File: src/rtl/operand_fetch.sv
// Operand-fetch stage: register file read with write-back bypass,
// RV32I immediate generation and a single valid/ready output slot.
module operand_fetch #(
    parameter int DATA_W        = 32,
    parameter bit STALL_REFRESH = 1'b1
) (
    input  logic              clk,
    input  logic              rst,
    input  logic              in_valid,
    output logic              in_ready,
    input  logic [31:0]       pc_in,
    input  logic [6:0]        opcode,
    input  logic [4:0]        rd,
    input  logic [4:0]        rs1,
    input  logic [4:0]        rs2,
    input  logic [2:0]        funct3,
    input  logic [6:0]        funct7,
    input  logic              wb_en,
    input  logic [4:0]        wb_rd,
    input  logic [DATA_W-1:0] wb_data,
    output logic              out_valid,
    input  logic              out_ready,
    output logic [31:0]       out_pc,
    output logic [6:0]        out_opcode,
    output logic [4:0]        out_rd,
    output logic [2:0]        out_funct3,
    output logic [6:0]        out_funct7,
    output logic [4:0]        out_rs1_idx,
    output logic [4:0]        out_rs2_idx,
    output logic [DATA_W-1:0] out_rs1_data,
    output logic [DATA_W-1:0] out_rs2_data,
    output logic [DATA_W-1:0] out_imm
);

    typedef struct packed {
        logic [31:0]       pc;
        logic [6:0]        opcode;
        logic [4:0]        rd;
        logic [2:0]        funct3;
        logic [6:0]        funct7;
        logic [4:0]        rs1_idx;
        logic [4:0]        rs2_idx;
        logic [DATA_W-1:0] rs1_data;
        logic [DATA_W-1:0] rs2_data;
        logic [DATA_W-1:0] imm;
    } slot_t;

    logic [DATA_W-1:0] rf_q [32];
    logic [DATA_W-1:0] rf_d [32];
    slot_t             slot_q, slot_d;
    logic              valid_q, valid_d;

    logic              wr_en;
    logic              accept;
    logic [31:7]       instr;
    logic [DATA_W-1:0] imm;
    logic [DATA_W-1:0] rs1_val;
    logic [DATA_W-1:0] rs2_val;
    logic              is_i, is_s, is_b, is_u, is_j;

    assign wr_en    = wb_en && (wb_rd != 5'd0);
    assign in_ready = !valid_q || out_ready;
    assign accept   = in_valid && in_ready;
    // Opcode bits never feed an immediate, so only [31:7] is rebuilt.
    assign instr    = {funct7, rs2, rs1, funct3, rd};

    assign is_i = (opcode == 7'b0010011) || (opcode == 7'b0000011)
               || (opcode == 7'b1100111);
    assign is_s = (opcode == 7'b0100011);
    assign is_b = (opcode == 7'b1100011);
    assign is_u = (opcode == 7'b0110111) || (opcode == 7'b0010111);
    assign is_j = (opcode == 7'b1101111);

    always_comb begin
        imm = '0;
        unique case (1'b1)
            is_i: imm = {{20{instr[31]}}, instr[31:20]};
            is_s: imm = {{20{instr[31]}}, instr[31:25], instr[11:7]};
            is_b: imm = {{19{instr[31]}}, instr[31], instr[7],
                         instr[30:25], instr[11:8], 1'b0};
            is_u: imm = {instr[31:12], 12'b0};
            is_j: imm = {{11{instr[31]}}, instr[31], instr[19:12],
                         instr[20], instr[30:21], 1'b0};
            default: imm = '0;
        endcase
    end

    always_comb begin
        rs1_val = rf_q[rs1];
        rs2_val = rf_q[rs2];
        if (wr_en && (wb_rd == rs1)) rs1_val = wb_data;
        if (wr_en && (wb_rd == rs2)) rs2_val = wb_data;
        if (rs1 == 5'd0) rs1_val = '0;
        if (rs2 == 5'd0) rs2_val = '0;
    end

    always_comb begin
        rf_d = rf_q;
        if (wr_en) rf_d[wb_rd] = wb_data;
    end

    always_comb begin
        valid_d = valid_q;
        slot_d  = slot_q;
        if (accept) begin
            valid_d         = 1'b1;
            slot_d.pc       = pc_in;
            slot_d.opcode   = opcode;
            slot_d.rd       = rd;
            slot_d.funct3   = funct3;
            slot_d.funct7   = funct7;
            slot_d.rs1_idx  = rs1;
            slot_d.rs2_idx  = rs2;
            slot_d.rs1_data = rs1_val;
            slot_d.rs2_data = rs2_val;
            slot_d.imm      = imm;
        end else if (out_ready) begin
            valid_d = 1'b0;
        end else if (STALL_REFRESH && valid_q && wr_en) begin
            // Held operands track write-backs that land while stalled.
            if (wb_rd == slot_q.rs1_idx) slot_d.rs1_data = wb_data;
            if (wb_rd == slot_q.rs2_idx) slot_d.rs2_data = wb_data;
        end
    end

    always_ff @(posedge clk or negedge rst) begin
        if (!rst) begin
            for (int i = 0; i < 32; i++) rf_q[i] <= '0;
            valid_q <= 1'b0;
            slot_q  <= '0;
        end else begin
            rf_q    <= rf_d;
            valid_q <= valid_d;
            slot_q  <= slot_d;
        end
    end

    assign out_valid    = valid_q;
    assign out_pc       = slot_q.pc;
    assign out_opcode   = slot_q.opcode;
    assign out_rd       = slot_q.rd;
    assign out_funct3   = slot_q.funct3;
    assign out_funct7   = slot_q.funct7;
    assign out_rs1_idx  = slot_q.rs1_idx;
    assign out_rs2_idx  = slot_q.rs2_idx;
    assign out_rs1_data = slot_q.rs1_data;
    assign out_rs2_data = slot_q.rs2_data;
    assign out_imm      = slot_q.imm;

endmodule
File: config.mk
export PLATFORM = sky130hd
export DESIGN_NAME = operand_fetch
export DESIGN_NICKNAME = d
export VERILOG_FILES = /design/src/rtl/operand_fetch.sv
export SDC_FILE = /design/constraint.sdc
export NUM_CORES = 2
export LEC_CHECK = 0
export CAP_MARGIN = 20
export CORE_AREA = 2 2 392 394
export DETAILED_ROUTE_END_ITERATION = 12
export DIE_AREA = 0 0 394 396
export SETUP_SLACK_MARGIN = 0.02
export SLEW_MARGIN = 0
export SYNTH_ARGS = -nofsm -noshare
export SYNTH_HDL_FRONTEND = slang
export SYNTH_SLANG_ARGS = --single-unit
File: constraint.sdc
create_clock -name clk -period 5.4 [get_ports clk]
set_clock_uncertainty 0.1 [all_clocks]
set_input_delay 0.54 -clock clk [delete_from_list [all_inputs] [get_ports clk]]
set_output_delay 0.54 -clock clk [all_outputs]
set_load 0.01 [all_outputs]
# Word-level counts from Yosys, hierarchy flattened
# Index checks and enable logic that the tools add are counted.
[op_classes] bitwise_logic=3 n_reduce_logical=20 div_mod_pow=0 n_mux=21 add_sub_neg=0 n_eq_ne=13 mul=0 shifts=0 order_cmp=4
[op_table] op="$bwmux 1024" n=1
[op_table] op="$mux 32" n=11
[op_table] op="$bmux 32 s5" n=2
[op_table] op="$mux 64" n=3
[op_table] op="$demux 32 s5" n=1
[op_table] op="$pmux 32 s5" n=1
[op_table] op="$eq 7x7->1 const B" n=3
[op_table] op="$eq 5x5->1" n=4
[op_table] op="$ge 6x6->1 const B" n=3
[op_table] op="$not 5->6" n=3
[op_table] op="$eq 7x5->1 const B" n=2
[op_table] op="$eq 7x6->1 const B" n=2
[op_table] op="$logic_not 5->1" n=2
[op_table] op="$reduce_bool 2->1" n=4
[op_table] op="$eq 7x2->1 const B" n=1
[op_table] op="$logic_and 1x1->1" n=6
[op_table] op="$lt 6x1->1 const B" n=1
[op_table] op="$reduce_and 3->1" n=2
[op_table] op="$reduce_bool 5->1" n=1
[op_table] op="$logic_or 1x1->1" n=4
[op_table] op="$mux 1" n=2
[op_table] op="$ne 2x1->1 const B" n=1
[op_table] op="$logic_not 1->1" n=1
[totals] memories=0 ff_bits=1185 ramBits=0 romBits=0 elab_cells=104 latchBits=0 out_inout_bits=162 in_bits=106

# Longest topological paths before layout
[depth] ltp_word=7 depth_mapped=10 depth_no_buf=5

# Least setup slack after synthesis
# No wires, ideal clock.
[synth_path] path_type="in2reg" start="input rs1[0]" end="register slot_q, in the netlist out_rs1_data[11]" setup_time_ns=0.137 path_slack_ns=2.751 arrival_time_ns=2.412 t_required_ns=5.163 n_path_buf=4 stages=8 path_cell_list="buf_6 -> buf_6 -> buf_6 -> buf_2 -> mux4_2 -> mux4_2 -> nand2_1 -> o2111ai_1"
[synth_via] elab_chain_len=7 elab_cells_between_ends=10 classes_between="eq/ne (1); mux (6); bitwise (1); reduce/logical (2)"
[synth_lines] element="start: declaration" line_no="14" rtl="input logic [4:0] rs1,"
[synth_lines] element="$not 5->6 (implied by the code)" line_no="89" rtl="rs1_val = rf_q[rs1];"
[synth_lines] element="$bmux 32 s5" line_no="89"
[synth_lines] element="$mux 32 (implied by the code) (2 in series)" line_no="89"
[synth_lines] element="$mux 32" line_no="91" rtl="if (wr_en && (wb_rd == rs1)) rs1_val = wb_data;"
[synth_lines] element="$mux 32 *" line_no="93" rtl="if (rs1 == 5'd0) rs1_val = '0;"
[synth_lines] element="$mux 64 *" line_no="105" rtl="if (accept) begin"
[synth_lines] element="end signal: assignment" line_no="134" rtl="slot_q <= slot_d;"
[synth_lines] element="end: declaration" line_no="50" rtl="slot_t slot_q, slot_d;"
# Mark *: on every way between the ends. The rest lies on a longest branch, timed or not. The select of a mux whose other input is x is not followed.
# A chain may end at the register's enable or synchronous reset.

# Worst setup path in the final report
[layout_path] start="register valid_q (netlist: out_valid)" end="register slot_q, in the netlist out_rs1_data[31]"
[layout_via] elab_chain_len=5 elab_cells_between_ends=9 classes_between="eq/ne (1); mux (1); reduce/logical (7)"
[layout_lines] element="start: declaration" line_no="51" rtl="logic valid_q, valid_d;"
[layout_lines] element="start signal: assignment" line_no="133" rtl="valid_q <= valid_d;"
[layout_lines] element="$logic_not 1->1" line_no="62" rtl="assign in_ready = !valid_q || out_ready;"
[layout_lines] element="$logic_or 1x1->1" line_no="62"
[layout_lines] element="$logic_and 1x1->1" line_no="63" rtl="assign accept = in_valid && in_ready;"
[layout_lines] element="$ne 2x1->1 (no line) / $reduce_bool 2->1 (equally long branches)"
[layout_lines] element="$reduce_and 3->1 (no line)"
# Parallel ways exist; a longest one is shown, timed or not.

==> qor.yml <==
outcome:
  status: "finished, final reports clean"
worst_setup_path:
  critPathCaptureType: "flip-flop"
  crit_required_ns: 5.93
  cp_max_fo: 22
  cp-start-kind: "flip-flop"
  crit_type: "reg -> reg"
  worstPathArrival_ns: 3.83
placed_design:
  place_congestion: 0.8262
  placed_area_um2: 65150
  io_buffers: 267
  hpwl_um: 110300
synth:
  synthesis.instances: 4328
  synth_area_per_cell_um2: 13.96
  synth-simple-area-share: 0.04435
  synth_common_cells: "1185 x dfrtp_1, 786 x mux2_2, 534 x mux4_2"
  ys_seq_area_frac: 0.4909
  synth_top_family_by_area: "multiplexers"
  async_flop_share: 1.000
  synthAdderAreaFrac: 0
  synth_compound_area_frac: 0.06038
  synth_cell_types: 58
  synth_area_um2: 60410
  yosys_register_bits: 1185
  synth_top_area_frac: 0.4909
  yosys-top-cells-area: "dfrtp_1 49%, mux4_2 20%, mux2_2 15%"
  synth_flop_cell: "dfrtp_1"
  synth_top_area_cell: "dfrtp_1"
  muxShareOfSynthArea: 0.3663
  synth_edf_count: 0
  yosys_warnings: 0
  yosysMostFrequentCell: "dfrtp_1"
  synth-xor-area-share: 0.002900
  syn-num-nets: 4434
power:
  ir_drop_v: 0.0002706
  power_density_nw_per_um2: 372.9
  p_leak_uw: 0.02970
global_route:
  antenna_found_initial: 5
  grt_use_total: 0.2435
  grt_pass1_vias: 40110
  grt_pass1_wl_um: 281600
  grt_overflow_total: 0
  grt_max_degree: 142
clocking:
  postCtsSetupBuffers: 0
  cts_buffers: 132
  insertion_delay_ns: 0.78
  htree_levels: 4
  clockBufferDepth: 3
  root_buffer: "clkbuf_16"
  cts.sinks: 1185
  cts_resized: 0
  clk_pin_slew_ns: 0.06
  cts_tree: "built"
die:
  die_h_um: 396
  die_w_um: 394
  rows: 143
  start_util: 0.3986
  core-area_um2: 151500
  pin_count: 268
  dieArea_um2: 156000
final_layout:
  multi_input_area_um2: 28920
  seq_area_um2: 29650
  final_nets: 4511
  drive_above_1_share: 0.3790
  final_area_um2: 69660
  area_growth_pct: 15.31
  nFillCells: 13420
routing:
  drtIter0Drc: 3586
  wirelength_um: 189800
  drcViolationCount: 0
  viasPerCell: 6.082
  vias: 39720
  wire_per_inst_um: 29.06
  antenna_left: 0
  drt_pass1_iterations: 5
worst_hold_path:
  holdCritPathClass: "in -> reg"
sta:
  timing.slew.headroom: 0.2467
  fmax_ghz: 0.3035
  hold_violations: 0
  min_period_ns: 3.295
  finalSetupViolations: 0
  tightest_slew_ns: 1.130
  finalCritPeriodShare: 0.6102
  rsz0062_at_grt: "no"
  drv_slew: 0
  setup_tns_ns: 0
flow_run:
  cap_violations: 0
-- layer usage --
metal	part of all wire	global-route usage
met1	0.44	0.3458
met2	0.46	0.3769
met3	0.072	0.04944
met4	0.030	0.07581
met5	0.000069	0
-- power by group --
part           leakage [µW]  switching (µW)  internal, µW
sequential           0.0152            1260         10500
combinational        0.0124            2110          3080
clock               0.00211            3720          5290
total                0.0297            7090         18900
-- flip-flops by register name, indices dropped and copies added (netlist names) --
signal        cells
out_rs1_idx       5
out_opcode        7
out_imm          32
rf_q           1024
out_rs1_data     32
out_funct3        3
out_rs2_data     32
out_funct7        7
out_valid         1
out_pc           32
out_rd            5
out_rs2_idx       5
-- what timing repair did --
item	CTS	global route
endpoints found under the setup margin	0	0
endpoints found under the hold margin	123	0
hold buffers	1	0
-- final cells by class --
type | instances | share of cell area
repair buffers | 393 | 0.05913
flip-flops and latches | 1185 | 0.4257
inverters | 39 | 0.002173
clock inverters | 30 | 0.004437
well taps | 2030 | 0.03646
multi-input cells | 2654 | 0.4151
clock buffers | 198 | 0.05692
diodes | 1 | 0.00003593
-- worst paths after layout --
| path | from | end | slack (ns) | cells after the start |
|---|---|---|---|---|
| worst max-delay path | out_valid | out_rs1_data[31] | 2.10 | 5 |
| worst min-delay path | rs2[1] | out_rs2_idx[1] | 0.13 | 3 |
| worst max register to register | out_valid | out_rs1_data[31] | 2.10 | 5 |
| worst min register to register | rf_q[997] | rf_q[997] | 0.29 | 0 |
| max in group asynchronous | rst | rf_q[776] | 3.40 | 3 |
| min in group asynchronous | rst | out_rd[3] | 0.27 | 2 |
-- cells by family (layout without fill, tap and decap cells) --
family | Yosys count | count (layout)
muxes | 1445 | 1445
DFF | 1185 | 1185
and+or+nand+nor | 660 | 660
AOI/OAI and AO/OA | 529 | 529
buffers and inverters | 489 | 660
xor gates and xnor gates | 20 | 20
other | 0 | 1
-- worst max-delay path, cell delays in order, from the launching register on --
cell and delay [ns]:
dfrtp_1 0.46, nand2b_1 0.39, a211oi_1 0.78, a31oi_4 0.52, buf_4 0.46, a221o_1 0.41
-- placed cells by master, fill, tap and decap left out, types with 38 or more instances in the layout --
cell / synthesis / routed
dfrtp_1: 1185 / 1185
buf_4: 34 / 92
clkdlybuf4s50_1: 0 / 259
o21ai_0: 242 / 242
mux2i_1: 125 / 125
inv_1: 38 / 38
a221o_1: 47 / 47
nand2_1: 527 / 510
mux4_2: 534 / 534
mux2_2: 786 / 786
clkbuf_16: 0 / 136
-- through the flow --
step | total power (µW) | setup slack, ns | util | hold WS [ns] | cells
after CTS | 26130 | 2.096 | 0.4582 | 0.08919 | 6520
after global routing | 27100 | 2.057 | 0.4596 | 0.1225 | 6529
after detailed placement | 17070 | 1.479 | 0.4299 | 0.2830 | 6291
final | 25980 | 2.105 | 0.4596 | 0.1348 | 6530
after global placement | 16900 | 1.506 | 0.4290 | 0.2772 | 6284
after floorplan | 15080 | 2.751 | - | 0.1444 | 4328
No activity file was read; power rests on OpenSTA's default activity.
